### config.mk
export PLATFORM = sky130hd
export DESIGN_NAME = fa8_flat
export DESIGN_NICKNAME = d
export VERILOG_FILES = /design/src/rtl/fa8_if.sv /design/src/rtl/fa8.sv /design/src/flat_wrapper.sv
export SDC_FILE = /design/constraint.sdc
export NUM_CORES = 1
export LEC_CHECK = 0
export CAP_MARGIN = 20
export CELL_PAD_IN_SITES_DETAIL_PLACEMENT = 1
export CELL_PAD_IN_SITES_GLOBAL_PLACEMENT = 2
export CORE_ASPECT_RATIO = 1.1
export CORE_MARGIN = 2
export CORE_UTILIZATION = 19
export CTS_CLUSTER_SIZE = 8
export DETAILED_ROUTE_END_ITERATION = 16
export PLACE_DENSITY_LB_ADDON = 0.1
export SETUP_SLACK_MARGIN = 0.02
export SLEW_MARGIN = 40
export SYNTH_ARGS = -nofsm -noshare
export SYNTH_HDL_FRONTEND = slang
export SYNTH_SLANG_ARGS = --single-unit
### constraint.sdc
create_clock -name clk -period 3.6 [get_ports clk]
set_input_delay 0.36 -clock clk [delete_from_list [all_inputs] [get_ports clk]]
set_output_delay 0.36 -clock clk [all_outputs]
set_load 0.01 [all_outputs]
### src/rtl/fa8_if.sv
// fa8 operand/result bundle.
// A/B/Select in; Sum/Cout/Overflow/Zero out.
interface fa8_if;
  logic [7:0] A;
  logic [7:0] B;
  logic       Select;
  logic [7:0] Sum;
  logic       Cout;
  logic       Overflow;
  logic       Zero;

  modport master (
    output A, B, Select,
    input  Sum, Cout, Overflow, Zero
  );

  modport slave (
    input  A, B, Select,
    output Sum, Cout, Overflow, Zero
  );
endinterface

### src/rtl/fa8.sv
// fa8: registered 8-bit ripple-carry add/sub.
// Ports: clk, rst (sync high), bus (fa8_if.slave).
module fa8 (
  input  logic  clk,
  input  logic  rst,
  fa8_if.slave  bus
);

  logic [7:0] w_bx;
  logic [8:0] w_c;
  logic [7:0] w_s;
  logic       w_ovf;
  logic       w_zero;

  logic [7:0] r_sum;
  logic       r_cout;
  logic       r_ovf;
  logic       r_zero;

  // Subtract = A + ~B + 1.
  assign w_bx   = bus.B ^ {8{bus.Select}};
  assign w_c[0] = bus.Select;

  for (genvar gi = 0; gi < 8; gi++) begin : g_cell
    assign w_s[gi]   = bus.A[gi] ^ w_bx[gi]
                     ^ w_c[gi];
    assign w_c[gi+1] = (bus.A[gi] & w_bx[gi])
                     | (w_c[gi]
                        & (bus.A[gi] ^ w_bx[gi]));
  end

  // Signed overflow: carry into vs out of MSB.
  assign w_ovf  = w_c[7] ^ w_c[8];
  assign w_zero = ~|w_s;

  always_ff @(posedge clk) begin
    if (rst) begin
      r_sum  <= 8'h00;
      r_cout <= 1'b0;
      r_ovf  <= 1'b0;
      r_zero <= 1'b1;
    end else begin
      r_sum  <= w_s;
      r_cout <= w_c[8];
      r_ovf  <= w_ovf;
      r_zero <= w_zero;
    end
  end

  assign bus.Sum      = r_sum;
  assign bus.Cout     = r_cout;
  assign bus.Overflow = r_ovf;
  assign bus.Zero     = r_zero;

endmodule

### src/flat_wrapper.sv
// flat-port wrapper written by rule: the top's interface ports become plain ports
module fa8_flat 
  (clk, rst, bus_A, bus_B, bus_Select, bus_Sum, bus_Cout, bus_Overflow, bus_Zero);
  fa8_if bus_i ();
  input  logic clk;
  input  logic rst;
  input wire logic [$bits(bus_i.A)-1:0] bus_A;
  input wire logic [$bits(bus_i.B)-1:0] bus_B;
  input wire logic [$bits(bus_i.Select)-1:0] bus_Select;
  output wire logic [$bits(bus_i.Sum)-1:0] bus_Sum;
  output wire logic [$bits(bus_i.Cout)-1:0] bus_Cout;
  output wire logic [$bits(bus_i.Overflow)-1:0] bus_Overflow;
  output wire logic [$bits(bus_i.Zero)-1:0] bus_Zero;
  assign bus_i.A = bus_A;
  assign bus_i.B = bus_B;
  assign bus_i.Select = bus_Select;
  assign bus_Sum = bus_i.Sum;
  assign bus_Cout = bus_i.Cout;
  assign bus_Overflow = bus_i.Overflow;
  assign bus_Zero = bus_i.Zero;
  fa8 u_core (.clk(clk), .rst(rst), .bus(bus_i));
endmodule
==> run metrics, run 1 <==
status=finished clean; Hold WC Path Type=in -> reg; hold path cells=4; CTS Buf Count=3; # hold bufs at CTS=0; WL/cell=8.706 um; Unique masters post-synth=13; initial antenna violation count=0; Die ar.=about 3400 um2; die height=between 60 and 70 um; RSZ-0062 raised after global routing=yes; CP Data Arrival Time=3.70 ns; peak supply drop=around 150 uV; CP Capture Type=flip-flop; Max Clk Rate=about 290 MHz; Lkg Pwr=roughly 0.4 nW; Syn Nets=77; largest net degree at the start of global routing=12; Starting Density=between 20 and 25%; post-route setup TNS=0 ns; Max-Cap Viols=0; Worst Tran Pin Value=between 0.3 and 0.4 ns; post-synthesis simple-gate area fraction=a little under an eighth; vias in the first global route=410; clock edge transition at the registers on the reported setup and hold paths=about 0.060 ns; htree depth=1; Final Util=between 30% and 40%; routability cong.=between 0.7 and 0.8; Final ANT Viol Nets=0; Hold Path Sink=u_core.bus.Sum[0]; commonest non-fill, non-tap cell in the layout=clkdlybuf4s50_1; GRT Util Overall=6.341%; drt pass-1 iters=1; core area=~2800 um2; adder-cell share of the synthesized area=between 20% and 30%; Clock Tree Root=clkbuf_4; DPL Wire Length=a little under 1000 um; final WL=just over 1000 um; Cell Rows=20; mux cell area share after synthesis=roughly 1.8%; Seq/Total Area, Yosys=about 39%; cells after synthesis=51; # DRC=0; critical path class=in -> reg; Area growth syn-to-layout=69.40%; I/O pin count=30; gr ovfl total=0; CTS tree=yes; Clock Sinks=11; Synth Area in Compound Gates=approximately 1.6%; Post-layout nets=roughly 110; port buffer count=29; hold_sp=bus_A[0]; setup repair bufs after CTS=0; cell area after synthesis=564.3 um2; max-slew violation count=0; P per Cell Area=384.0 nW/um2; Final min period=3.491 ns; Initial DRC Count=0; clk buf depth=2; final setup fails=0; Via density=3.664; YS warnings=0; Final period util=between 90% and 100%; Vias=roughly 440; most frequent cells in the layout=clkdlybuf4s50_1 (25), dfxtp_1 (11), nor2_1 (7), inv_1 (6); Post-Synth XOR/XNOR Area=between 10 and 15%; Final Hold Fails=0; Slew HR=approximately 74%; syn_area_per_cell=between 10 and 15 um2; startpoint types=primary input; ratio of cells with drive above 1 in the final layout=between 10% and 20%; Die W=55.96 um; CP required=approximately 3.8 ns; CP max FO=2; largest family of logic cells by synthesized area=adder cells; first-pass GRT wire length=about 1600 um; #FFs+latches synth=11; Design Power=around 0.37 mW; Antenna Cells=0
## timing repair
| action | in CTS | in global routing |
|---|---|---|
| setup endpoints to repair | 2 | 1 |
| hold endpoints to repair | 0 | 0 |
| pin swaps | 4 | 1 |
| resized for setup | 6 | 2 |
| cloned | 0 | 0 |
## area by class of cell
cell class	count	area, um2
inverter	8	30.03
tap	33	41.29
clock buffer	4	26.28
fill	332	1847
multi-input combinational	30	321.6
sequential	11	220.2
timing repair buffer	33	316.6
## where the power goes
| part | internal, mW | switching [mW] | leakage (nW) |
|---|---|---|---|
| sequential | 0.140 | 0.00427 | 0.0918 |
| clock | 0.0428 | 0.0365 | 0.0150 |
| combinational | 0.0869 | 0.0563 | 0.294 |
## worst max-delay path, stage by stage
cell,delay (ns)
clkdlybuf4s50_1,0.45
inv_1,0.05
fa_2,0.33
fa_2,0.34
fa_2,0.34
inv_2,0.06
fa_1,0.16
inv_1,0.05
fa_2,0.33
fa_2,0.35
inv_2,0.07
fa_1,0.40
and4bb_1,0.27
a31o_1,0.13
## per-stage QoR
| stage | setup slack [ns] | std cells | area (um2) | hold slack (ns) |
|---|---|---|---|---|
| after floorplan | 0.003408 | 51 | 581.8 | 0.4316 |
| after global placement | -0.5114 | 115 | 930.9 | 1.096 |
| after detailed placement | -0.5238 | 115 | 930.9 | 1.095 |
| after CTS | 0.03549 | 119 | 953.4 | 0.6259 |
| after global routing | -0.009302 | 119 | 955.9 | 0.6689 |
| final | 0.1087 | 119 | 955.9 | 0.6217 |
## kinds of logic (layout without fill, tap and decap cells)
family	after synthesis	count (layout)
XOR/XNOR	9	9
adder cells (fa/ha/maj)	7	7
multiplexers	1	1
buffers and inverters	10	45
flip-flops	11	11
AO/OA/AOI/OAI	1	1
AND/OR/NAND/NOR	12	12
## routing by layer
layer  global-route usage (%)  part of all wire (%)  vias to the layer above
met5                        0                     0                        -
met4                    5.102                  0.97                        0
met3                    1.471                   7.8                        2
met2                    11.93                    52                       17
met1                    6.080                    39                      196
li1                         -                     -                      221
## flip-flops by register name, indices dropped and copies added (netlist names)
signal / cells
u_core.bus.Zero: 1
u_core.bus.Sum: 8
u_core.bus.Overflow: 1
u_core.bus.Cout: 1
## cell usage after synthesis
cell	number	area, um2
dfxtp_1	11	220.2
inv_1	8	30.03
fa_1	7	140.1
nor2_1	7	26.28
xnor2_1	6	52.55
nor2b_1	3	18.77
xor2_1	3	26.28
a31o_1	1	8.760
and3_1	1	6.260
and4bb_1	1	12.51
buf_2	1	5.000
buf_4	1	7.510
mux2i_1	1	10.01
## worst max-delay path by stage
stage / slack, ns / end / startpoint / cells after the start
after floorplan: 0.003 / u_core.bus.Zero / bus_Select / 14
after global placement: -0.51 / u_core.bus.Zero / bus_Select / 14
after detailed placement: -0.52 / u_core.bus.Zero / bus_Select / 14
after CTS: 0.04 / u_core.bus.Zero / bus_A[1] / 14
after global routing: -0.009 / u_core.bus.Zero / bus_A[1] / 14
final: 0.11 / u_core.bus.Zero / bus_A[1] / 14
Power figures use the tool's default switching activity.
==> run 2: changes to the inputs <==
--- a/config.mk
+++ b/config.mk
@@ -8,9 +8,8 @@
 export CAP_MARGIN = 20
 export CELL_PAD_IN_SITES_DETAIL_PLACEMENT = 1
 export CELL_PAD_IN_SITES_GLOBAL_PLACEMENT = 2
-export CORE_ASPECT_RATIO = 1.1
 export CORE_MARGIN = 2
-export CORE_UTILIZATION = 19
+export CORE_UTILIZATION = 23
 export CTS_CLUSTER_SIZE = 8
 export DETAILED_ROUTE_END_ITERATION = 16
 export PLACE_DENSITY_LB_ADDON = 0.1
==> constraint.sdc (replaced) <==
create_clock -name clk -period 4.3 [get_ports clk]
set_input_delay 0.43 -clock clk [delete_from_list [all_inputs] [get_ports clk]]
set_output_delay 0.43 -clock clk [all_outputs]
set_load 0.01 [all_outputs]
==> run 2 against run 1 <==
  * Design area fell by 3.9%
  * Worst setup slack improved by 0.16 ns
  * Sequential power fell by 17%
  * Routed wire length fell by 11%
  * Die area fell by 16%
  * Clock power fell by 20%
  * Critical path depth did not move
  * Critical path type unchanged
==> run metrics, run 2 (same netlist as run 1, synthesis figures left out) <==
status=finished clean; peak supply drop=136.3 uV (-11%); Initial DRC Count=2 (+2); Area growth syn-to-layout=62.75%; Worst Tran Pin Value=0.3445 ns (-0.04262 ns); Clock Tree Root=clkbuf_4; Die W=53.53 um (-4.3%); vias in the first global route=383 (-6.6%); P per Cell Area=324.0 nW/um2 (-16%); setup ws final=0.2728 ns (+0.1641 ns); CP Capture Type=flip-flop; gr ovfl total=0 (unchanged); crit-path max cell delay=0.53 ns (+0.08 ns); initial antenna violation count=0 (unchanged); Max Clk Rate=roughly 250 MHz; Design Power=0.2976 mW (-19%); htree depth=1 (unchanged); critical path's slowest cell=clkdlybuf4s50_1; core area=2276 um2 (-19%); WL/cell=8.214 um (-5.6%); I/O pin count=30 (unchanged); routability cong.=0.6784 (-4.9%); DPL Wire Length=881.4 um (-8.6%); max reg flops=8 (unchanged); critical path class=in -> reg; RSZ-0062 raised after global routing=no; post_cts resized=0 (-6); max-slew violation count=0 (unchanged); Clock Sinks=11 (unchanged); port buffer count=29 (unchanged); post-route setup TNS=0 ns (unchanged); drt pass-1 iters=2 (+1); Final min period=between 4 and 5 ns; Antenna Cells=0 (unchanged); commonest non-fill, non-tap cell in the layout=clkdlybuf4s50_1; largest net degree at the start of global routing=12 (unchanged); Vias=412 (-5.5%); Final ANT Viol Nets=0 (unchanged); most frequent cells in the layout=clkdlybuf4s50_1 (29), dfxtp_1 (11), inv_1 (8), nor2_1 (7), fa_1 (7); final WL=920 um (-11%); Cell Rows=17 (-15%); # hold bufs at CTS=0 (unchanged); Post-layout nets=111 (-1.8%); DP Worst Slack=-0.04306 ns (+0.4807 ns); die height=53.53 um (-12%); Die ar.=2865 um2 (-16%); clock edge transition at the registers on the reported setup and hold paths=0.06 ns (about the same); Max-Cap Viols=0 (unchanged); Final period util=93.66%; Hold WC Path Type=in -> reg; Final Hold Fails=0 (unchanged); CP Data Arrival Time=4.22 ns (+0.52 ns); CTS tree=yes; Buf/Inv on CP=4 (-1); Top delay family on crit path=adder cells; CTS Buf Count=3 (unchanged); clk buf depth=2 (unchanged); Via density=3.679 (+0.40%); Top cell by count, worst path=fa_1; setup repair bufs after CTS=0 (unchanged); first-pass GRT wire length=1497 um (-6.8%); startpoint types=primary input; crit-path cells=clkdlybuf4s50_1 -> xnor2_1 -> fa_1 -> fa_1 -> fa_1 -> inv_1 -> fa_1 -> inv_1 -> fa_1 -> fa_1 -> inv_1 -> fa_1 -> and4bb_1 -> a31o_1; CP max FO=3 (+1); Slew HR=76.96% (+2.9 points); CP required=4.50 ns (+0.70 ns); ratio of cells with drive above 1 in the final layout=5.952% (-11 points); final setup fails=0 (unchanged); Starting Density=24.79% (+4.7 points); GRT Util Overall=7.264% (+0.92 points); # DRC=0 (unchanged); Lkg Pwr=0.3870 nW (-3.4%)
-- run 2: changes by cell type in the layout (fill, tap and decap cells not counted) --
cell and delta:
buf_4 -2, clkdlybuf4s15_1 -1, clkdlybuf4s50_1 +4, dlygate4sd2_1 -3
fa_1 +5, fa_2 -5, inv_1 +2, inv_2 -2
xnor2_1 +1, xnor2_2 -1
-- run 2: final cells by class --
type                            instances  area [um2]
Fill cell                             268        1358
Timing Repair Buffer                   31       305.3
Multi-Input combinational cell         30       301.5
Sequential cell                        11       220.2
Tap cell                               28       35.03
Inverter                                8       30.03
Clock buffer                            4       26.28
-- run 2: path summary, 6_finish.rpt --
check,cells after the start,start,endpoint,slack (ns)
hold / removal,3,bus_A[0],u_core.bus.Sum[0],0.89
setup / recovery,14,bus_Select,u_core.bus.Zero,0.27
-- run 2: power breakdown --
group / total [mW] / switching, mW / internal (mW)
Sequential: 0.121 / 0.00338 / 0.117
Clock: 0.0630 / 0.0274 / 0.0356
Combinational: 0.114 / 0.0444 / 0.0693
Total: 0.298 / 0.0751 / 0.222
-- run 2: layer usage --
metal	track usage (%)	wire (um)	up-vias
met4	6.410	8	0
met2	11.52	426	22
li1	-	-	215
met5	0	0	-
met3	0.8333	86	2
met1	8.636	399	173
-- run 2: through the flow --
stage / std cells / hold slack [ns] / util (%) / area [um2]
2_1_floorplan: 51 / 0.5016 / - / 564.3
3_3_place_gp: 108 / 1.155 / 39.20 / 892.1
3_5_place_dp: 108 / 1.164 / 39.20 / 892.1
4_1_cts: 112 / 0.8945 / 40.35 / 918.4
5_1_grt: 112 / 0.9043 / 40.35 / 918.4
6_report: 112 / 0.8907 / 40.35 / 918.4
